## src/rtl/imem_port_sequencer.sv

```systemverilog
// Owns the single-port instruction memory: arbitrates between pipeline fetch
// reads and a program-load write stream, with one-cycle read latency and flush.
module imem_port_sequencer #(
  parameter int ADDR_W    = 10,
  parameter int DATA_W    = 32,
  parameter bit BOOT_LOAD = 1'b1
) (
  input  logic              clk,
  input  logic              rst_n,
  input  logic              load_start,
  input  logic [ADDR_W-1:0] load_base,
  input  logic [ADDR_W:0]   load_len,
  input  logic              load_valid,
  input  logic [DATA_W-1:0] load_data,
  output logic              load_ready,
  output logic              load_done,
  output logic              busy,
  input  logic              fetch_req,
  input  logic [ADDR_W-1:0] fetch_addr,
  output logic              fetch_ready,
  input  logic              fetch_flush,
  output logic              fetch_valid,
  output logic [DATA_W-1:0] fetch_instr,
  output logic              mem_en,
  output logic              mem_we,
  output logic [ADDR_W-1:0] mem_addr,
  output logic [DATA_W-1:0] mem_wdata,
  input  logic [DATA_W-1:0] mem_rdata
);

  typedef enum logic [1:0] {HALT, LOAD, DONE, RUN} state_t;
  localparam state_t RESET_STATE = BOOT_LOAD ? HALT : RUN;

  state_t            state, state_nxt;
  logic [ADDR_W-1:0] base;
  logic [ADDR_W:0]   len;
  logic [ADDR_W:0]   count, count_nxt;
  logic              rd_fire;
  logic              vld_p1;

  // Outputs are gated by rst_n so the port stays idle while reset is held,
  // even when the reset state is RUN.
  always_comb begin
    state_nxt   = state;
    count_nxt   = count;
    load_ready  = 1'b0;
    load_done   = 1'b0;
    fetch_ready = 1'b0;
    rd_fire     = 1'b0;
    mem_en      = 1'b0;
    mem_we      = 1'b0;
    mem_addr    = '0;
    mem_wdata   = '0;
    if (rst_n) begin
      case (state)
        HALT: begin
          if (load_start) begin
            state_nxt = LOAD;
            count_nxt = '0;
          end
        end
        LOAD: begin
          load_ready = (count < len);
          if (load_valid && load_ready) begin
            mem_en    = 1'b1;
            mem_we    = 1'b1;
            mem_addr  = base + count[ADDR_W-1:0];
            mem_wdata = load_data;
            count_nxt = count + 1'b1;
          end
          // Leave on the edge after the final write (or at once for len=0).
          if (count_nxt == len) state_nxt = DONE;
        end
        DONE: begin
          load_done = 1'b1;
          state_nxt = RUN;
        end
        RUN: begin
          fetch_ready = ~load_start & ~fetch_flush;
          rd_fire     = fetch_req & fetch_ready;
          if (rd_fire) begin
            mem_en   = 1'b1;
            mem_addr = fetch_addr;
          end
          if (load_start) begin
            state_nxt = LOAD;
            count_nxt = '0;
          end
        end
        default: state_nxt = RESET_STATE;
      endcase
    end
  end

  // Control registers
  always_ff @(posedge clk or negedge rst_n) begin
    if (!rst_n) begin
      state  <= RESET_STATE;
      count  <= '0;
      vld_p1 <= 1'b0;
    end else begin
      state  <= state_nxt;
      count  <= count_nxt;
      vld_p1 <= rd_fire;
    end
  end

  // Load descriptor is plain data, captured only when a load is accepted.
  always_ff @(posedge clk) begin
    if (load_start && (state == HALT || state == RUN)) begin
      base <= load_base;
      len  <= load_len;
    end
  end

  // Response stage: memory data arrives one cycle after the accepted read
  assign fetch_valid = vld_p1 & ~fetch_flush;
  assign fetch_instr = fetch_valid ? mem_rdata : '0;
  assign busy        = (state != RUN);

endmodule
```

## config.mk

```make
export PLATFORM = sky130hd
export DESIGN_NAME = imem_port_sequencer
export DESIGN_NICKNAME = d
export VERILOG_FILES = /design/src/rtl/imem_port_sequencer.sv
export SDC_FILE = /design/constraint.sdc
export NUM_CORES = 1
export LEC_CHECK = 0
export ABC_AREA = 1
export CORE_UTILIZATION = 43
export CTS_BUF_LIST = sky130_fd_sc_hd__clkbuf_4 sky130_fd_sc_hd__clkbuf_8 sky130_fd_sc_hd__clkbuf_16
export CTS_CLUSTER_SIZE = 10
export DETAILED_ROUTE_END_ITERATION = 10
export GPL_TIMING_DRIVEN = 0
export PLACE_DENSITY = 0.91
export REMOVE_ABC_BUFFERS = 1
export SETUP_SLACK_MARGIN = 0.4
export SYNTH_ARGS = -nofsm -noshare
export SYNTH_HDL_FRONTEND = slang
export SYNTH_SLANG_ARGS = --single-unit
```

## constraint.sdc

```tcl
create_clock -name clk -period 8.6 [get_ports clk]
set_clock_uncertainty 0.05 [all_clocks]
set_input_delay 2.58 -clock clk [delete_from_list [all_inputs] [get_ports clk]]
set_output_delay 2.58 -clock clk [all_outputs]
set_load 0.01 [all_outputs]
```

After elaboration in Yosys (flattened, before gate mapping)
Index checks and enable logic that the tools add are counted.
Storage, ports and cells
  bits in registers: 35
  output and inout bits: 81
  input bits: 101
  logic and storage cells: 58
Cells by class
  muxes and demuxes: 30
  $lt $le $gt $ge: 1
  reductions and logical operators: 8
  add/subtract/negate cells: 2
  equal/unequal tests: 7
  bitwise operators: 5
Operators by type and width (number)
  32-bit 2-to-1 mux: 4
  11-bit 2-to-1 mux: 4
  10-bit 2-to-1 mux: 3
  11-bit case mux with 2 select lines: 1
  10-bit case mux with 2 select lines: 1
  1-bit 2-to-1 mux: 13
  11-bit by 1-bit adder with 11-bit output, second input constant: 1
  11-bit == test: 1
  11-bit less-than comparator: 1
  10-bit adder: 1
  2-bit case mux with 3 select lines: 1
  3-bit AND reduction: 2
  2-bit == test, second input constant: 2
  2-bit 2-to-1 mux: 2
  2-bit != test, second input constant: 2
  1-bit AND: 3
  2-bit by 1-bit == test with 1-bit output, second input constant: 1
  1-bit logical AND: 2
  2-bit logical NOT: 1
  2-bit by 1-bit != test with 1-bit output, second input constant: 1
  1-bit NOT: 2
  1-bit case mux with 2 select lines: 1
  2-bit nonzero test: 1
  2-bit OR reduction: 1
  1-bit logical OR: 1

Depth between registers and ports, before layout
Gate-level depths: netlist of run 1.
  depth in word-level cells: 8
  mapped depth: 21
  gate-level depth less buffers: 21

Worst setup path after synthesis of run 1
Ideal clock, no wire load.
  kind: input to output
  from: input load_valid
  to: output mem_wdata[10]
  data required time: 5.970 ns
  arrival time: 3.776 ns
  stages on the path: 7
  slack: 2.194 ns
  buffers on the path: 3
  cells stage by stage: buf_2 nand4_4 buf_12 nor2_1 inv_1 buf_1 nor2_1
On the way
  cells in the longest elaborated chain, start to end: 4
Ends and longest elaborated chain
  start: declaration: line 13  | input logic load_valid,
  1-bit logical AND: line 64  | if (load_valid && load_ready) begin
  32-bit 2-to-1 mux: line 64
  32-bit 2-to-1 mux: line 55  | case (state)
  32-bit 2-to-1 mux: line 54  | if (rst_n) begin
  end: declaration: line 27  | output logic [DATA_W-1:0] mem_wdata,
Every way passes these cells.

Final worst setup path of run 1
  from: input load_valid
  to: output mem_wdata[30]
Same word-level chain as after synthesis.

==> results of run 1 <==
final cells by class:
cell class,instances,share of cell area [%]
Clock buffer,6,1.46
Clock inverter,2,0.240
Inverter,120,8.70
Multi-Input combinational cell,331,33.7
Sequential cell,35,18.8
Tap cell,99,2.37
Timing Repair Buffer,181,34.7
report_power, final:
| group | internal (mW) | switching [mW] | total, mW |
|---|---|---|---|
| clock network | 0.0599 | 0.0612 | 0.121 |
| logic | 0.262 | 0.369 | 0.631 |
| registers | 0.244 | 0.0605 | 0.304 |
| total | 0.566 | 0.490 | 1.06 |
sequential cells by signal, indices dropped and copies added, names as in the netlist:
register and cells:
len 11, base 10, vld_p1 1, count 11, state 2
Yosys cell counts, drive strengths merged, types with 2 or more instances:
master	instances	area share, %
nand4	3	1.0
nand3	36	5.9
nor3	5	0.77
a21oi	23	3.5
clkbuf	6	0.69
dfrtp	14	11
or2	2	0.38
nand2	116	14
clkinv	2	0.23
xor2	9	2.4
o21ai	5	0.77
o22ai	11	2.1
xnor2	2	0.54
buf	5	1.1
inv	118	14
edfxtp	21	19
nor2	88	11
ha	24	9.2
a22oi	2	0.46
metrics by stage:
| step | hold WS [ns] | total power [mW] | instances | area, sq um | worst slack, ns |
|---|---|---|---|---|---|
| after detailed placement | 0.486 | 0.931 | 766 | 5130 | 0.610 |
| after global placement | 0.461 | 0.901 | 766 | 5130 | 0.631 |
| after global routing | 0.552 | 1.15 | 774 | 5220 | 0.420 |
| after CTS | 0.503 | 1.05 | 774 | 5220 | 0.603 |
| final | 0.513 | 1.06 | 774 | 5220 | 0.589 |
| after floorplan | 0.439 | 0.703 | 486 | 3190 | 2.28 |
worst max-delay path by stage:
stage | start | to | slack (ns) | cells after the start
2_1_floorplan | load_valid | mem_en | 2.28 | 4
3_5_place_dp | rst_n | mem_en | 0.61 | 6
6_report | load_valid | mem_wdata[30] | 0.59 | 6
5_1_grt | load_valid | mem_wdata[20] | 0.42 | 6
3_3_place_gp | rst_n | mem_wdata[17] | 0.63 | 6
4_1_cts | rst_n | mem_wdata[20] | 0.60 | 6
worst register-to-register path, delay by kind of cell (launching register included):
family	cells	cell delay, ns
adders and majority gates	1	0.33
AOI/OAI and AO/OA	1	0.20
and+or+nand+nor	13	1.22
buffers and inverters	2	0.29
DFF	1	0.49
cells by family (layout without fill, tap and decap cells):
group / count (synthesis) / after routing
AOI/OAI and AO/OA: 42 / 42
and+or+nand+nor: 252 / 252
DFF: 35 / 35
xor gates and xnor gates: 12 / 12
adders and majority gates: 25 / 25
buffers and inverters: 131 / 309
timing repair:
item	in CTS	in global routing
gates resized for setup	0	2
endpoints found under the setup margin	0	10
hold buffers	0	0
layer usage:
metal,up-vias,share of wire (%),GRT usage [%]
met5,-,0,0
met4,0,3.0,11.3
met3,18,7.6,6.93
met2,142,52,53.4
met1,1682,38,29.2
li1,1874,-,-
==> impl_metrics.py, run 1 <==
metrics = {
    "drt": {
        "post_drt_via_cell_ratio": 4.80,
        "remaining_drc_errors": 0,
        "routed_wl_um": 10900,
        "initialDrtViolationCount": 205,
        "final_antenna_net_count": 0,
        "dr.pass1.iters": 4,
        "avgRoutedWirePerCell_um": 14.1,
        "num_vias": 3716,
    },
    "critical_path": {
        "crit_slowest_cell": "clkdlybuf4s50_1",
        "critPathBufInv": 3,
        "critPathArrivalTime_ns": 5.38,
        "worstPathCellList": "clkdlybuf4s50_1 > nand4_4 > nor2_1 > clkinvlp_4 > nor2_1 > clkdlybuf4s50_1",
        "crit_path_start_kind": "input pin",
        "reg2reg_slack_ns": 5.92,
        "crit_type": "input pin to output pin",
        "worstPathRequired_ns": 5.97,
        "cp-end-kind": "output pin",
        "cp_top_family": "buffers and inverters",
        "slowest_delay_ns": 0.73,
        "cp_max_fo": 33,
        "r2r_end": "state[0]$_DFFE_PN0P_",
        "rr_startpoint": "count[2]$_DFFE_PN0P_",
        "r2r_cells": 17,
    },
    "grt": {
        "grt_pass1_vias": 3578,
        "grt_max_degree": 34,
        "overflow": 0,
        "track_usage_pct": 27.9,
        "grt_first_pass_wirelength_um": 16700,
        "antenna_found_initial": 0,
    },
    "clock_tree": {
        "worstSkewPairLatency_ns": 0.29,
        "cts_buffer_depth": 2,
        "cts_tree": "done",
        "path_clk_slew_ns": 0.07,
        "cts_root_buf": "clkbuf_8",
        "post_cts_buffers": 0,
        "cts_buffers": 5,
        "cts.sinks": 35,
        "h-tree-depth": 2,
    },
    "placed_design": {
        "io_buffers": 181,
        "place_hpwl_um": 8990,
        "gp_congestion": 0.916,
    },
    "final_layout": {
        "nets": 800,
        "layout_commonest_cell": "clkdlybuf4s50_1",
        "area_delta_synth_final_pct": 60.7,
        "final_util_pct": 71.6,
        "area.sequential_sq_um": 981,
        "n_fill_cell": 592,
        "drive_above_1_share_pct": 4.44,
        "final_cell_mix": "clkdlybuf4s50_1 (180), inv_1 (113), nand2_1 (107)",
        "multiInputGateArea_sq_um": 1760,
        "diodes": 0,
    },
    "floorplanning": {
        "pin_count": 182,
        "initial_utilization_pct": 44.6,
        "dieArea_sq_um": 7910,
        "die_h_um": 88.9,
        "die_w_um": 88.9,
        "core-area_sq_um": 7290,
        "num_rows": 31,
    },
    "power_and_ir_drop": {
        "powerDensity_nw_per_um2": 202,
        "leakagePower_nw": 2.52,
        "ir_drop_v": 0.000161,
    },
    "synthesis": {
        "yosys.area_share.simple_pct": 33.5,
        "synthAdderAreaFrac_pct": 9.85,
        "synth-edff-count": 21,
        "synth_flop_cell": "edfxtp_1",
        "synth_compound_area_share_pct": 7.16,
        "yosys.area_share.xor_xnor_pct": 3.66,
        "synthDistinctLibCells": 32,
        "async_flop_share_pct": 40.0,
        "synth_top_family_by_area": "simple AND/OR/NAND/NOR gates",
        "synthMuxAreaShare_pct": 0,
        "syn-cell-area_sq_um": 3250,
        "ys_seq_area_share_pct": 30.2,
        "yosysWarnings": 0,
        "ys_ff_latch": 35,
        "synth_cells": 497,
        "syn_avg_cell_area_sq_um": 6.54,
    },
    "run_status": {
        "status": "complete, no violations",
    },
    "timing": {
        "fmax_mhz": 125,
        "slew_headroom_pct": 26.6,
        "worst_pin_slew_ns": 1.10,
        "rsz0062_at_grt": "false",
        "setup-tns-final_ns": 0,
        "maxSlewViolCount": 0,
        "fin_crit_sh_pct": 93.2,
        "hold_viol_final": 0,
        "fin_crit_ns": 8.01,
        "setup_viol": 0,
    },
    "min_path": {
        "hp-start": "state[1]$_DFFE_PN0P_",
        "min_path_cells": 2,
        "hold_class": "register to register",
        "holdPathEnd": "state[1]$_DFFE_PN0P_",
    },
    "job": {
        "cap_violations": 0,
    },
}
No activity file was read; power rests on OpenSTA's default activity.
==> run 2: changes to the inputs <==
CTS_BUF_LIST = sky130_fd_sc_hd__clkbuf_2 sky130_fd_sc_hd__clkbuf_4 sky130_fd_sc_hd__clkbuf_8   (was sky130_fd_sc_hd__clkbuf_4 sky130_fd_sc_hd__clkbuf_8 sky130_fd_sc_hd__clkbuf_16)
CTS_CLUSTER_DIAMETER = 40   (was default)
==> results of run 2 <==
The final DEF is identical to that of run 1; final timing and power are the same.
